===== config.mk =====
export PLATFORM = sky130hd
export DESIGN_NAME = onehot_tracker
export DESIGN_NICKNAME = d
export VERILOG_FILES = /design/src/rtl/onehot_pkg.sv /design/src/rtl/onehot_to_bin.sv /design/src/rtl/onehot_tracker.sv
export SDC_FILE = /design/constraint.sdc
export NUM_CORES = 1
export LEC_CHECK = 0
export ABC_CLOCK_PERIOD_IN_PS = 3850
export BUFFER_PORTS_ARGS = -buffer_cell sky130_fd_sc_hd__buf_2
export CAP_MARGIN = 20
export CORE_MARGIN = 8
export CORE_UTILIZATION = 50
export CTS_CLUSTER_DIAMETER = 200
export CTS_CLUSTER_SIZE = 25
export DETAILED_ROUTE_END_ITERATION = 10
export HOLD_SLACK_MARGIN = 0.05
export PLACE_DENSITY = 0.78
export SKIP_CTS_REPAIR_TIMING = 1
export SLEW_MARGIN = 20
export SYNTH_ARGS = -nofsm -noshare
export SYNTH_HDL_FRONTEND = slang
export SYNTH_SLANG_ARGS = --single-unit

===== constraint.sdc =====
create_clock -name clk_i -period 3.85 [get_ports clk_i]
set_input_delay 1.155 -clock clk_i [delete_from_list [all_inputs] [get_ports clk_i]]
set_output_delay 1.155 -clock clk_i [all_outputs]
set_load 0.01 [all_outputs]

===== src/rtl/onehot_pkg.sv =====
// Shared types and helpers for the one-hot count stream consumer.
// The rotate helper is written for any width up to MaxWidth bits.
package onehot_pkg;

    localparam int MaxWidth = 64;

    typedef enum logic [1:0] {
        ERR_OK      = 2'd0,
        ERR_ILLEGAL = 2'd1,
        ERR_SEQ     = 2'd2
    } err_e;

    typedef enum logic {
        TRACK  = 1'b0,
        RESYNC = 1'b1
    } track_state_e;

    // Rotate the low w bits of v left by one; bits at or above w must be 0.
    function automatic logic [MaxWidth-1:0] rotl1(
        input logic [MaxWidth-1:0] v,
        input int                  w
    );
        logic [MaxWidth-1:0] mask;
        mask = '1 >> (MaxWidth - w);
        return ((v << 1) | (v >> (w - 1))) & mask;
    endfunction

endpackage


===== src/rtl/onehot_to_bin.sv =====
// One-hot to binary converter with legality flag (exactly one bit hot).
// Purely combinational; the index is 0 whenever the input is illegal.
module onehot_to_bin #(
    parameter int width_p = 8
) (
    input  logic [width_p-1:0]         onehot_i,
    output logic [$clog2(width_p)-1:0] index_o,
    output logic                       legal_o
);

    localparam int IdxW = $clog2(width_p);

    logic [IdxW-1:0] idx_or;

    // OR together the positions of all set bits; exact for a legal input.
    always_comb begin
        idx_or = '0;
        for (int i = 0; i < width_p; i++) begin
            if (onehot_i[i]) idx_or = idx_or | IdxW'(i);
        end
    end

    assign legal_o = (onehot_i != '0) &&
                     ((onehot_i & (onehot_i - 1'b1)) == '0);
    assign index_o = legal_o ? idx_or : '0;

endmodule


===== src/rtl/onehot_tracker.sv =====
// Consumer of the one-hot count stream: legality, progression, wrap count.
// Define ONEHOT_TRACKER_SEQ_CHECK_EN to enable the progression (SEQ) check.
module onehot_tracker
    import onehot_pkg::*;
#(
    parameter int width_p      = 8,
    parameter int wrap_width_p = 16
) (
    input  logic                       clk_i,
    input  logic                       reset_ni,
    input  logic                       valid_i,
    output logic                       ready_o,
    input  logic [width_p-1:0]         onehot_i,
    output logic                       valid_o,
    input  logic                       ready_i,
    output logic [$clog2(width_p)-1:0] index_o,
    output logic                       wrap_o,
    output logic [wrap_width_p-1:0]    wrap_count_o,
    output logic [1:0]                 err_o,
    output logic                       err_sticky_o
);

    localparam int IdxW = $clog2(width_p);

    logic                    valid_q, valid_d;
    logic [IdxW-1:0]         idx_q, idx_d;
    logic                    wrap_q, wrap_d;
    err_e                    err_q, err_d;
    logic [wrap_width_p-1:0] cnt_q, cnt_d;
    logic                    sticky_q, sticky_d;

    logic            accept;
    logic            legal;
    logic            msb_hit;
    logic [IdxW-1:0] idx_c;
    err_e            code;

    onehot_to_bin #(.width_p(width_p)) u_conv (
        .onehot_i (onehot_i),
        .index_o  (idx_c),
        .legal_o  (legal)
    );

    assign ready_o = ~valid_q | ready_i;
    assign accept  = valid_i & ready_o;
    assign msb_hit = legal & onehot_i[width_p-1];

`ifdef ONEHOT_TRACKER_SEQ_CHECK_EN
    track_state_e         state_q, state_d;
    logic [width_p-1:0]   exp_q, exp_d;
    logic [MaxWidth-1:0]  rot_w;
    logic                 unused_rot;

    assign rot_w      = rotl1(MaxWidth'(onehot_i), width_p);
    assign unused_rot = ^rot_w;

    // Progression tracker: state register and expected next vector.
    always_ff @(posedge clk_i) begin
        if (!reset_ni) begin
            state_q <= TRACK;
            exp_q   <= width_p'(1);
        end else begin
            state_q <= state_d;
            exp_q   <= exp_d;
        end
    end

    // Classify the sample and advance the tracker on accept.
    always_comb begin
        state_d = state_q;
        exp_d   = exp_q;
        code    = ERR_OK;
        if (!legal) begin
            code = ERR_ILLEGAL;
        end else if (state_q == TRACK && onehot_i != exp_q) begin
            code = ERR_SEQ;
        end
        if (accept) begin
            if (!legal) begin
                state_d = RESYNC;
            end else begin
                state_d = TRACK;
                exp_d   = rot_w[width_p-1:0];
            end
        end
    end
`else
    // Without progression tracking only legality is reported.
    always_comb begin
        code = legal ? ERR_OK : ERR_ILLEGAL;
    end
`endif

    // Output stage next state: load on accept, drop valid on drain.
    always_comb begin
        valid_d  = valid_q;
        idx_d    = idx_q;
        wrap_d   = wrap_q;
        err_d    = err_q;
        cnt_d    = cnt_q;
        sticky_d = sticky_q;
        if (accept) begin
            valid_d  = 1'b1;
            idx_d    = idx_c;
            wrap_d   = msb_hit;
            err_d    = code;
            cnt_d    = cnt_q + wrap_width_p'(msb_hit);
            sticky_d = sticky_q | (code != ERR_OK);
        end else if (ready_i) begin
            valid_d  = 1'b0;
        end
    end

    // Output stage and running counters.
    always_ff @(posedge clk_i) begin
        if (!reset_ni) begin
            valid_q  <= 1'b0;
            idx_q    <= '0;
            wrap_q   <= 1'b0;
            err_q    <= ERR_OK;
            cnt_q    <= '0;
            sticky_q <= 1'b0;
        end else begin
            valid_q  <= valid_d;
            idx_q    <= idx_d;
            wrap_q   <= wrap_d;
            err_q    <= err_d;
            cnt_q    <= cnt_d;
            sticky_q <= sticky_d;
        end
    end

    assign valid_o      = valid_q;
    assign index_o      = idx_q;
    assign wrap_o       = wrap_q;
    assign err_o        = err_q;
    assign wrap_count_o = cnt_q;
    assign err_sticky_o = sticky_q;

endmodule


Yosys cells after proc, flatten, opt, wreduce, memory -nomap -nowiden --
Cells that the tools add are included.
Word-level totals: logic and storage cells 30, register bits after elaboration 24, bits of input ports 12
Cells by class: reductions and logical operators 5, add/subtract/negate cells 2, bitwise operators 6, mux-type cells 11
Operators with widths (number):
- $add 16x1->16 | 1
- $mux 3 | 5
- $and 8x8->8 | 1
- $logic_not 8->1 | 1
- $reduce_bool 8->1 | 1
- $sub 8x1->8 const B | 1
- $mux 1 | 4
- $mux 2 | 2
- $reduce_bool 2->1 | 2
- $and 1x1->1 | 2
- $or 1x1->1 | 2
- $logic_and 1x1->1 | 1
- $not 1->1 | 1

Logic depth before layout (Yosys ltp) --
Gate-level depths: netlist of run 1.
word-level depth 8, gate-level depth with buffers 11

Cells and area by module --
A second synthesis of run 1 with hierarchy kept.
Second synthesis, totals: cells, all modules 143, area total of the unflattened synthesis 1233.7 um^2
Modules (own cells, without submodules):
- onehot_tracker | cells each 123, instances 1, area an instance 1083.5 um^2
- onehot_to_bin | cells each 20, instances 1, area an instance 150.1 um^2

Least setup slack after synthesis of run 1 --
No wires, ideal clock.
path kind input -> register, start input onehot_i[7], end register cnt_q[13] (netlist: wrap_count_o[13]), required time 3715 ps, cell stages on the path 11, setup slack 353 ps, arrival 3362 ps, buffers on the path 2, cells stage by stage clkbuf_2 -> or4_4 -> nor4_4 -> a211oi_2 -> nor3b_1 -> ha_1 -> and2_1 -> nand4_1 -> clkbuf_1 -> o311ai_0 -> o41ai_1
On the way: longest elaborated chain between the ends 6
Ends and longest elaborated chain:
- start, declared | RTL line onehot_tracker.sv:13 | input logic [width_p-1:0] onehot_i,
- $sub 8x1->8 | RTL line onehot_to_bin.sv:24 | ((onehot_i & (onehot_i - 1'b1)) == '0);
- $and 8x8->8 | RTL line onehot_to_bin.sv:24
- $logic_not 8->1 | RTL line onehot_to_bin.sv:24
- $logic_and 1x1->1 | RTL line onehot_to_bin.sv:23 | assign legal_o = (onehot_i != '0) &&
- $and 1x1->1 (*) | RTL line onehot_tracker.sv:46 | assign msb_hit = legal & onehot_i[width_p-1];
- via msb_hit | RTL line onehot_tracker.sv:34 | logic msb_hit;
- $add 16x1->16 (*) | RTL line onehot_tracker.sv:107 | cnt_d = cnt_q + wrap_width_p'(msb_hit);
- end signal, assigned | RTL line onehot_tracker.sv:128 | cnt_q <= cnt_d;
- end, declared | RTL line onehot_tracker.sv:29 | logic [wrap_width_p-1:0] cnt_q, cnt_d;
Mark *: on every way through the listed nets, which the timed path passes. The rest lies on a longest branch. A chain may end at the register's enable or synchronous reset.

Worst setup path in the final report of run 1 --
start input onehot_i[1], end register cnt_q[4] (netlist: wrap_count_o[4])
On the way: longest elaborated chain between the ends 6
Ends and longest elaborated chain (RTL line):
- $sub 8x1->8 | onehot_to_bin.sv:24
- $and 8x8->8 | onehot_to_bin.sv:24
- $logic_not 8->1 | onehot_to_bin.sv:24
- $logic_and 1x1->1 (*) | onehot_to_bin.sv:23
- $and 1x1->1 (*) | onehot_tracker.sv:46
- via msb_hit | onehot_tracker.sv:34
- $add 16x1->16 (*) | onehot_tracker.sv:107
Marks and branches as above.

==> flow_metrics.py, run 1 <==
metrics = {
    "pwr": {
        "leakage_nw": 0.5597,
        "switching_share_pct": 24.66,
        "seq_power_share_pct": 61.9,
        "ir_worst_vdd_uv": 279.4,
        "intPower_uw": 294.9,
        "clockPowerShare_pct": 27.3,
        "p_switching_uw": 96.53,
        "cellPowerDensity_nw_per_um2": 281.8,
        "p_comb_share_pct": 10.8,
    },
    "synthesis": {
        "synth_cell_type_count": 32,
        "synth_cells": 139,
        "synth_xor_area_share_pct": 2.215,
        "synth_compound_area_share_pct": 24.68,
        "synthAdderAreaFrac_pct": 3.165,
        "syn_nets": 154,
        "synth_top_family_by_area": "compound AO/OA/AOI/OAI gates",
        "synth_area_per_cell_um2": 8.533,
        "netlist.top_cell.by_area": "dfxtp_1",
        "synth.area.top_cells": "dfxtp_1 (39%), o41ai_1 (7.4%), or3_1 (4.7%)",
        "yosysWarnings": 0,
        "synth_area_um2": 1186,
        "synthMuxAreaShare_pct": 0.8439,
        "synth-simple-area-share_pct": 24.47,
        "ys_ff_latch": 23,
        "synth-seq-area-share_pct": 38.82,
        "yosys.area.top_type_share_pct": 38.82,
    },
    "timing": {
        "finalSetupViolCount": 0,
        "rsz0062_at_grt": "no",
        "finalClockSkew_ns": 0.009669,
        "final-hold-violation-count": 0,
        "finalSetupTns_ns": 0,
        "slew_viol_final": 0,
        "max_freq_mhz": 285.2,
        "finalCritPeriodShare_pct": 91.07,
        "fin_crit_ns": 3.506,
    },
    "worst_setup_path": {
        "cp_data_arrival_time_ns": 3.75,
        "cpMostUsedCell": "ha_1",
        "required_ns": 4.10,
        "end_kind": "flop",
        "path_cells": "buf_2, or4_4, nor4_4, a211oi_2, nor3b_1, ha_1, ha_1, nand4_1, or3_1, a21oi_1",
        "r2r-start": "wrap_count_o[4]$_SDFFE_PN0P_",
        "critPathKind": "in2reg",
        "crit_path_start_kind": "input port",
        "cp_slowest_cell": "or4_4",
        "cpPeakStageDelay_ns": 0.55,
        "worstRegToRegCells": 4,
        "path_max_fanout": 11,
        "critPathLaunch": "onehot_i[1]",
    },
    "final_layout": {
        "final_util_pct": 62.18,
        "drive_gt1_share_pct": 27.22,
        "n_antenna_cell": 0,
        "layout_commonest_cell": "buf_2",
        "mostFrequentLayoutCells": "buf_2 (35), dfxtp_1 (23), nand2_1 (13)",
        "synthToLayoutAreaGrowth_pct": 17.09,
        "nNetsFinal": 185,
    },
    "route": {
        "drt_iter0_markers": 46,
        "drc": 0,
        "num_vias": 1141,
        "dr.pass1.iters": 4,
        "wl_per_cell_um": 13.98,
        "drt_wl_total_um": 2755,
        "ant_nets": 0,
        "via_per_inst": 5.792,
    },
    "clocking": {
        "clkSlewWorstSetupHoldPaths_ns": 0.12,
        "htreeDepth": 1,
        "clock_latency_ns": 0.31,
        "clock_tree.root_cell": "clkbuf_4",
        "cts_inserted_buffers": 3,
        "cts_tree": "done",
        "clock_path_buffers": 2,
        "clock-sinks": 23,
    },
    "grt": {
        "grt_max_degree": 20,
        "grt_pass1_wl_um": 4567,
        "grt-ovfl-total": 0,
        "grt.total_usage_pct": 12.84,
        "grt_pass1_vias": 1039,
        "antenna_found_initial": 0,
    },
    "floorplan": {
        "coreArea_um2": 2233,
        "die_h_um": 64.71,
        "die_area_um2": 4187,
        "io_pins": 37,
        "start_util_pct": 53.11,
        "rows": 17,
        "dieWidth_um": 64.71,
    },
    "job": {
        "cap_viol_max_count": 0,
    },
    "min_path": {
        "min_from": "index_o[1]$_SDFFE_PN0P_",
        "worst_hold_path_type": "reg2reg",
        "min_path_cells": 2,
    },
    "placement": {
        "hpwl_um": 2103,
        "globalplace.congestion": 0.7972,
        "io_buffers": 35,
    },
    "outcome": {
        "outcome": "finished clean",
    },
}
## critical path, delay by kind of cell
family	cells	cell delay, ns
simple gates	5	1.83
fa+ha+maj	2	0.38
compound gates	2	0.27
buf+inv	1	0.12
## logic make-up after synthesis
kind of cell / Yosys count
muxes: 1
AOI/OAI and AO/OA: 41
DFF: 23
and+or+nand+nor: 51
adders and majority gates: 3
buffers and inverters: 16
xor gates and xnor gates: 3
other: 1
## cell type report
cell class              instances  area [um2]
clock buffers                   3       22.52
clock inverters                 1       5.005
fillers                       201       844.6
inverters                       6       22.52
multi-input cells             100       660.6
flip-flops and latches         23       460.4
well taps                      28       35.03
repair buffers                 36       182.7
## worst paths after layout
path / end / slack, ns
setup / recovery: wrap_count_o[4]$_SDFFE_PN0P_ / 0.34
hold reg to reg: index_o[1]$_SDFFE_PN0P_ / 0.49
setup reg to reg: wrap_count_o[13]$_SDFFE_PN0P_ / 2.03
hold / removal: index_o[1]$_SDFFE_PN0P_ / 0.49
## per-stage QoR
step / power [mW] / setup slack [ns] / std cells / area [um2] / hold slack (ns)
global route: 0.4122 / 0.1814 / 197 / 1389 / 0.5135
global placement: 0.2883 / 0.1781 / 193 / 1361 / 0.4603
detailed placement: 0.2897 / 0.03589 / 193 / 1361 / 0.4638
floorplan: 0.2742 / 0.3534 / 139 / 1186 / 0.4866
CTS: 0.3960 / 0.3794 / 197 / 1389 / 0.4889
finish: 0.3914 / 0.3440 / 197 / 1389 / 0.4903
## layer usage
metal / up-vias / share of wire, % / global-route usage [%]
met5: - / 0 / 0
met4: 0 / 0.29 / 1.635
met3: 2 / 7.7 / 4.811
met2: 38 / 46 / 20.37
met1: 522 / 46 / 16.60
li1: 579 / - / -
## registers in the layout, indices dropped and copies added (netlist names)
| name | count |
|---|---|
| err_o | 1 |
| wrap_o | 1 |
| valid_o | 1 |
| index_o | 3 |
| err_sticky_o | 1 |
| wrap_count_o | 16 |
## power groups by stage
| stage | Combinational, mW | Sequential, mW | Clock (mW) |
|---|---|---|---|
| global placement | 0.0407 | 0.248 | 0 |
| global route | 0.0469 | 0.243 | 0.122 |
| floorplan | 0.0252 | 0.249 | 0 |
| finish | 0.0423 | 0.242 | 0.107 |
| detailed placement | 0.0420 | 0.248 | 0 |
| CTS | 0.0421 | 0.242 | 0.111 |
## cells in the mapped netlist
library cell,instances
dfxtp_1,23
nand2_1,13
a21oi_1,10
o41ai_1,10
or3_1,9
clkbuf_1,8
nand3_1,8
o21ai_0,8
inv_1,6
nand2b_1,4
nand4_1,4
o21a_1,4
o311ai_0,4
ha_1,3
nor2_1,3
and2_1,2
nor3_1,2
nor4_1,2
o31a_2,2
xnor2_1,2
a211o_2,1
a211oi_2,1
a21boi_1,1
and4_1,1
buf_4,1
clkbuf_2,1
conb_1,1
mux2i_1,1
nor3b_1,1
nor4_4,1
or4_4,1
xor2_1,1
(Power assumes the default switching activity.)
==> run 2: changes to the inputs <==
SETUP_SLACK_MARGIN = 0.5   (was unset)
==> run 2 against run 1 <==
Effect of this change: design area is 11% higher; global-route usage increased by 1.4 points; highest routed layer unchanged; largest power group unchanged; sequential share of layout area down 3.4 points.
==> flow_metrics.py, run 2 (synthesized netlist as in run 1, its figures left out) <==
metrics = {
    "worst_setup_path": {
        "end_kind": "flop",
        "required_ns": 4.10,
        "crit_path_start_kind": "input port",
        "critPathKind": "in2reg",
        "cp_data_arrival_time_ns": 3.59,
        "path_max_fanout": 5,
    },
    "outcome": {
        "outcome": "finished clean",
    },
    "min_path": {
        "worst_hold_path_type": "reg2reg",
    },
    "timing": {
        "finalClockSkew_ns": 0.004517,
        "finalSetupTns_ns": 0,
        "finalSetupViolCount": 0,
        "max_freq_mhz": 299.2,
        "setup_slack_ns": 0.5076,
        "whs_ns": 0.4784,
        "rsz0062_at_grt": "yes",
        "final-hold-violation-count": 0,
        "finalCritPeriodShare_pct": 86.82,
        "fin_crit_ns": 3.342,
        "slew_viol_final": 0,
    },
    "floorplan": {
        "die_h_um": 64.71,
        "io_pins": 37,
        "dieWidth_um": 64.71,
        "rows": 17,
        "start_util_pct": 53.11,
        "die_area_um2": 4187,
        "coreArea_um2": 2233,
    },
    "final_layout": {
        "nNetsFinal": 195,
        "drive_gt1_share_pct": 36.31,
        "mostFrequentLayoutCells": "buf_2 (34), dfxtp_1 (23), nand2_1 (13)",
        "largest_reg_flops": 16,
        "n_antenna_cell": 0,
        "layout_commonest_cell": "buf_2",
        "synthToLayoutAreaGrowth_pct": 30.38,
        "final_util_pct": 69.24,
    },
    "placement": {
        "io_buffers": 35,
        "globalplace.congestion": 0.8444,
        "post-place-ws_ns": 0.06341,
        "hpwl_um": 2281,
    },
    "route": {
        "drt_wl_total_um": 3333,
        "drt_iter0_markers": 68,
        "drc": 0,
        "num_vias": 1218,
        "wl_per_cell_um": 16.10,
        "dr.pass1.iters": 4,
        "ant_nets": 0,
        "via_per_inst": 5.884,
    },
    "clocking": {
        "clock_path_buffers": 2,
        "htreeDepth": 1,
        "cts_tree": "done",
        "clock_tree.root_cell": "clkbuf_4",
        "cts_inserted_buffers": 3,
        "clock-sinks": 23,
        "clock_latency_ns": 0.31,
        "clkSlewWorstSetupHoldPaths_ns": 0.13,
    },
    "grt": {
        "grt.total_usage_pct": 14.21,
        "grt-ovfl-total": 0,
        "grt_pass1_vias": 1111,
        "grt_pass1_wl_um": 5043,
        "grt_max_degree": 20,
        "antenna_found_initial": 0,
    },
    "pwr": {
        "leakage_nw": 0.6195,
        "cellPowerDensity_nw_per_um2": 264.7,
        "power_uw": 409.3,
        "ir_worst_vdd_uv": 261.7,
    },
    "job": {
        "cap_viol_max_count": 0,
    },
}
run 2: routing by layer:
| layer | wire [um] | GRT usage, % |
|---|---|---|
| met4 | 13 | 3.270 |
| met5 | 0 | 0 |
| met1 | 1490 | 17.45 |
| met3 | 174 | 3.952 |
| met2 | 1654 | 23.98 |
run 2: critical path, cell delays in order:
cell,delay [ns]
buf_8,0.10
or4_4,0.55
nor4_4,0.28
a211oi_4,0.08
nor3b_2,0.25
ha_2,0.24
ha_4,0.13
nand4_1,0.16
buf_6,0.18
or3_4,0.32
a21oi_2,0.14
run 2: layout make-up:
class,instances,area [um2]
Multi-Input combinational cell,100,721.9
Sequential cell,23,460.4
Timing Repair Buffer,46,279.0
Tap cell,28,35.03
Clock buffer,3,22.52
Fill cell,191,686.9
Clock inverter,1,5.005
Inverter,6,22.52
run 2: final timing paths:
| check | slack [ns] | endpoint | cells after the start | start |
|---|---|---|---|---|
| worst max-delay path | 0.51 | wrap_count_o[6]$_SDFFE_PN0P_ | 11 | onehot_i[1] |
| worst min-delay path | 0.48 | wrap_o$_SDFFE_PN0P_ | 2 | wrap_o$_SDFFE_PN0P_ |
| worst max register to register | 2.05 | wrap_count_o[10]$_SDFFE_PN0P_ | 4 | wrap_count_o[4]$_SDFFE_PN0P_ |
| worst min register to register | 0.48 | wrap_o$_SDFFE_PN0P_ | 2 | wrap_o$_SDFFE_PN0P_ |
run 2: per-stage QoR:
| step | instances | instance area [um2] |
|---|---|---|
| final | 207 | 1546 |
| after global routing | 207 | 1546 |
| after CTS | 197 | 1416 |
| after detailed placement | 193 | 1389 |
| after global placement | 193 | 1389 |
| after floorplan | 139 | 1234 |
run 2: power breakdown:
group | switching (mW) | internal [mW]
Sequential | 0.00187 | 0.241
Combinational | 0.0316 | 0.0230
Clock | 0.0732 | 0.0388
Total | 0.107 | 0.303
==> run 3: changes to the inputs <==
CELL_PAD_IN_SITES_DETAIL_PLACEMENT = 1   (was unset)
CELL_PAD_IN_SITES_GLOBAL_PLACEMENT = 2   (was unset)
CORE_UTILIZATION = 28   (was 50)
PLACE_DENSITY = unset   (was 0.78)
PLACE_DENSITY_LB_ADDON = 0.1   (was unset)
==> run 3 against run 2 <==
Effect of this change: critical path depth is the same; sequential cell count is the same; die area grew 57%; design area grew 6.6%; first-iteration DRC count shrank 44%; utilization shrank 28 points; clock-buffer cell count is the same; combinational power shrank 4.2%; largest cell class unchanged.
==> flow_metrics.py, run 3 (synthesized netlist as in run 1, its figures left out) <==
metrics = {
    "final_layout": {
        "mostFrequentLayoutCells": "buf_2 (34), dfxtp_1 (23), nand2_1 (13)",
        "largest_reg_flops": 16,
        "layout_commonest_cell": "buf_2",
        "nNetsFinal": 191,
        "synthToLayoutAreaGrowth_pct": 39.03,
        "n_antenna_cell": 0,
        "drive_gt1_share_pct": 42.29,
    },
    "grt": {
        "grt_pass1_wl_um": 5692,
        "antenna_found_initial": 0,
        "grt.total_usage_pct": 10.67,
        "grt-ovfl-total": 0,
        "grt_pass1_vias": 1234,
        "grt_max_degree": 20,
    },
    "worst_setup_path": {
        "cp_data_arrival_time_ns": 3.48,
        "path_max_fanout": 7,
        "required_ns": 4.00,
        "end_kind": "flop",
        "critPathKind": "in2reg",
        "crit_path_start_kind": "input port",
        "cp_slowest_cell": "or4_4",
        "cpPeakStageDelay_ns": 0.55,
        "path_cells": "buf_8, or4_4, nor4_4, a211oi_4, nor3b_2, ha_2, and2_4, nand4_1, buf_6, o311ai_4, o41ai_2",
    },
    "timing": {
        "slew_viol_final": 0,
        "finalCritPeriodShare_pct": 86.68,
        "tightest_slew_ns": 0.6798,
        "max_freq_mhz": 299.6,
        "rsz0062_at_grt": "yes",
        "fin_crit_ns": 3.337,
        "relSlewSlack_pct": 54.55,
        "final-hold-violation-count": 0,
        "finalSetupTns_ns": 0,
        "finalSetupViolCount": 0,
        "finalClockSkew_ns": 0.009264,
    },
    "route": {
        "num_vias": 1193,
        "wl_per_cell_um": 16.44,
        "dr.pass1.iters": 2,
        "ant_nets": 0,
        "drt_wl_total_um": 3698,
        "drc": 0,
        "via_per_inst": 5.302,
        "drt_iter0_markers": 38,
    },
    "pwr": {
        "leakage_nw": 0.6202,
        "cellPowerDensity_nw_per_um2": 272.6,
        "ir_worst_vdd_uv": 196.8,
        "power_uw": 449.6,
    },
    "clocking": {
        "htreeDepth": 1,
        "clock_latency_ns": 0.27,
        "cts_inserted_buffers": 3,
        "clock_tree.root_cell": "clkbuf_8",
        "clock_path_buffers": 2,
        "clock-sinks": 23,
        "cts_tree": "done",
        "clkSlewWorstSetupHoldPaths_ns": 0.09,
    },
    "placement": {
        "hpwl_um": 2579,
        "io_buffers": 35,
        "globalplace.congestion": 0.7073,
    },
    "floorplan": {
        "io_pins": 37,
        "start_util_pct": 29.44,
        "coreArea_um2": 4029,
        "die_area_um2": 6575,
        "die_h_um": 81.09,
        "dieWidth_um": 81.09,
        "rows": 23,
    },
    "min_path": {
        "worst_hold_path_type": "reg2reg",
    },
    "outcome": {
        "outcome": "finished clean",
    },
    "job": {
        "cap_viol_max_count": 0,
    },
}
==> run 3: worst paths after layout <==
path | startpoint | end | slack (ns) | cells past startpoint
setup / recovery | onehot_i[2] | wrap_count_o[13]$_SDFFE_PN0P_ | 0.51 | 11
hold / removal | index_o[2]$_SDFFE_PN0P_ | index_o[2]$_SDFFE_PN0P_ | 0.47 | 2
setup reg to reg | wrap_count_o[4]$_SDFFE_PN0P_ | wrap_count_o[10]$_SDFFE_PN0P_ | 1.81 | 4
hold reg to reg | index_o[2]$_SDFFE_PN0P_ | index_o[2]$_SDFFE_PN0P_ | 0.47 | 2
==> run 3: layout make-up <==
class                           count  area [um2]
Clock inverter                      1       5.005
Multi-Input combinational cell    100       808.3
Sequential cell                    23       460.4
Inverter                            6       22.52
Timing Repair Buffer               42       249.0
Fill cell                         480        2380
Clock buffer                        3       41.29
Tap cell                           50       62.56
==> run 3: worst max-delay path: cells and delay by family <==
kind | cells | cell delay (ns)
and+or+nand+nor | 5 | 1.32
AOI/OAI and AO/OA | 3 | 0.52
buffers and inverters | 2 | 0.29
adders and majority gates | 1 | 0.19
==> run 3: routing by layer <==
metal  global-route usage (%)  wire length (um)
met1                    11.65              1580
met2                    18.93              1893
met3                    4.084               194
met4                    2.679                29
met5                        0                 0
==> run 3: power breakdown <==
| group | internal [mW] | switching [mW] |
|---|---|---|
| Sequential | 0.240 | 0.00163 |
| Combinational | 0.0205 | 0.0319 |
| Clock | 0.0724 | 0.0827 |
==> run 3: per-stage QoR <==
step           area (um2)  setup slack (ns)  hold WS (ns)  std cells  utilization (%)
2_1_floorplan        1234            0.4574        0.4865        139                -
3_3_place_gp         1416            0.1415        0.4590        215            35.16
3_5_place_dp         1416           0.07619        0.4616        215            35.16
4_1_cts              1463            0.3615        0.4780        219            36.30
5_1_grt              1649            0.3716        0.5070        225            40.93
6_report             1649            0.5127        0.4730        225            40.93
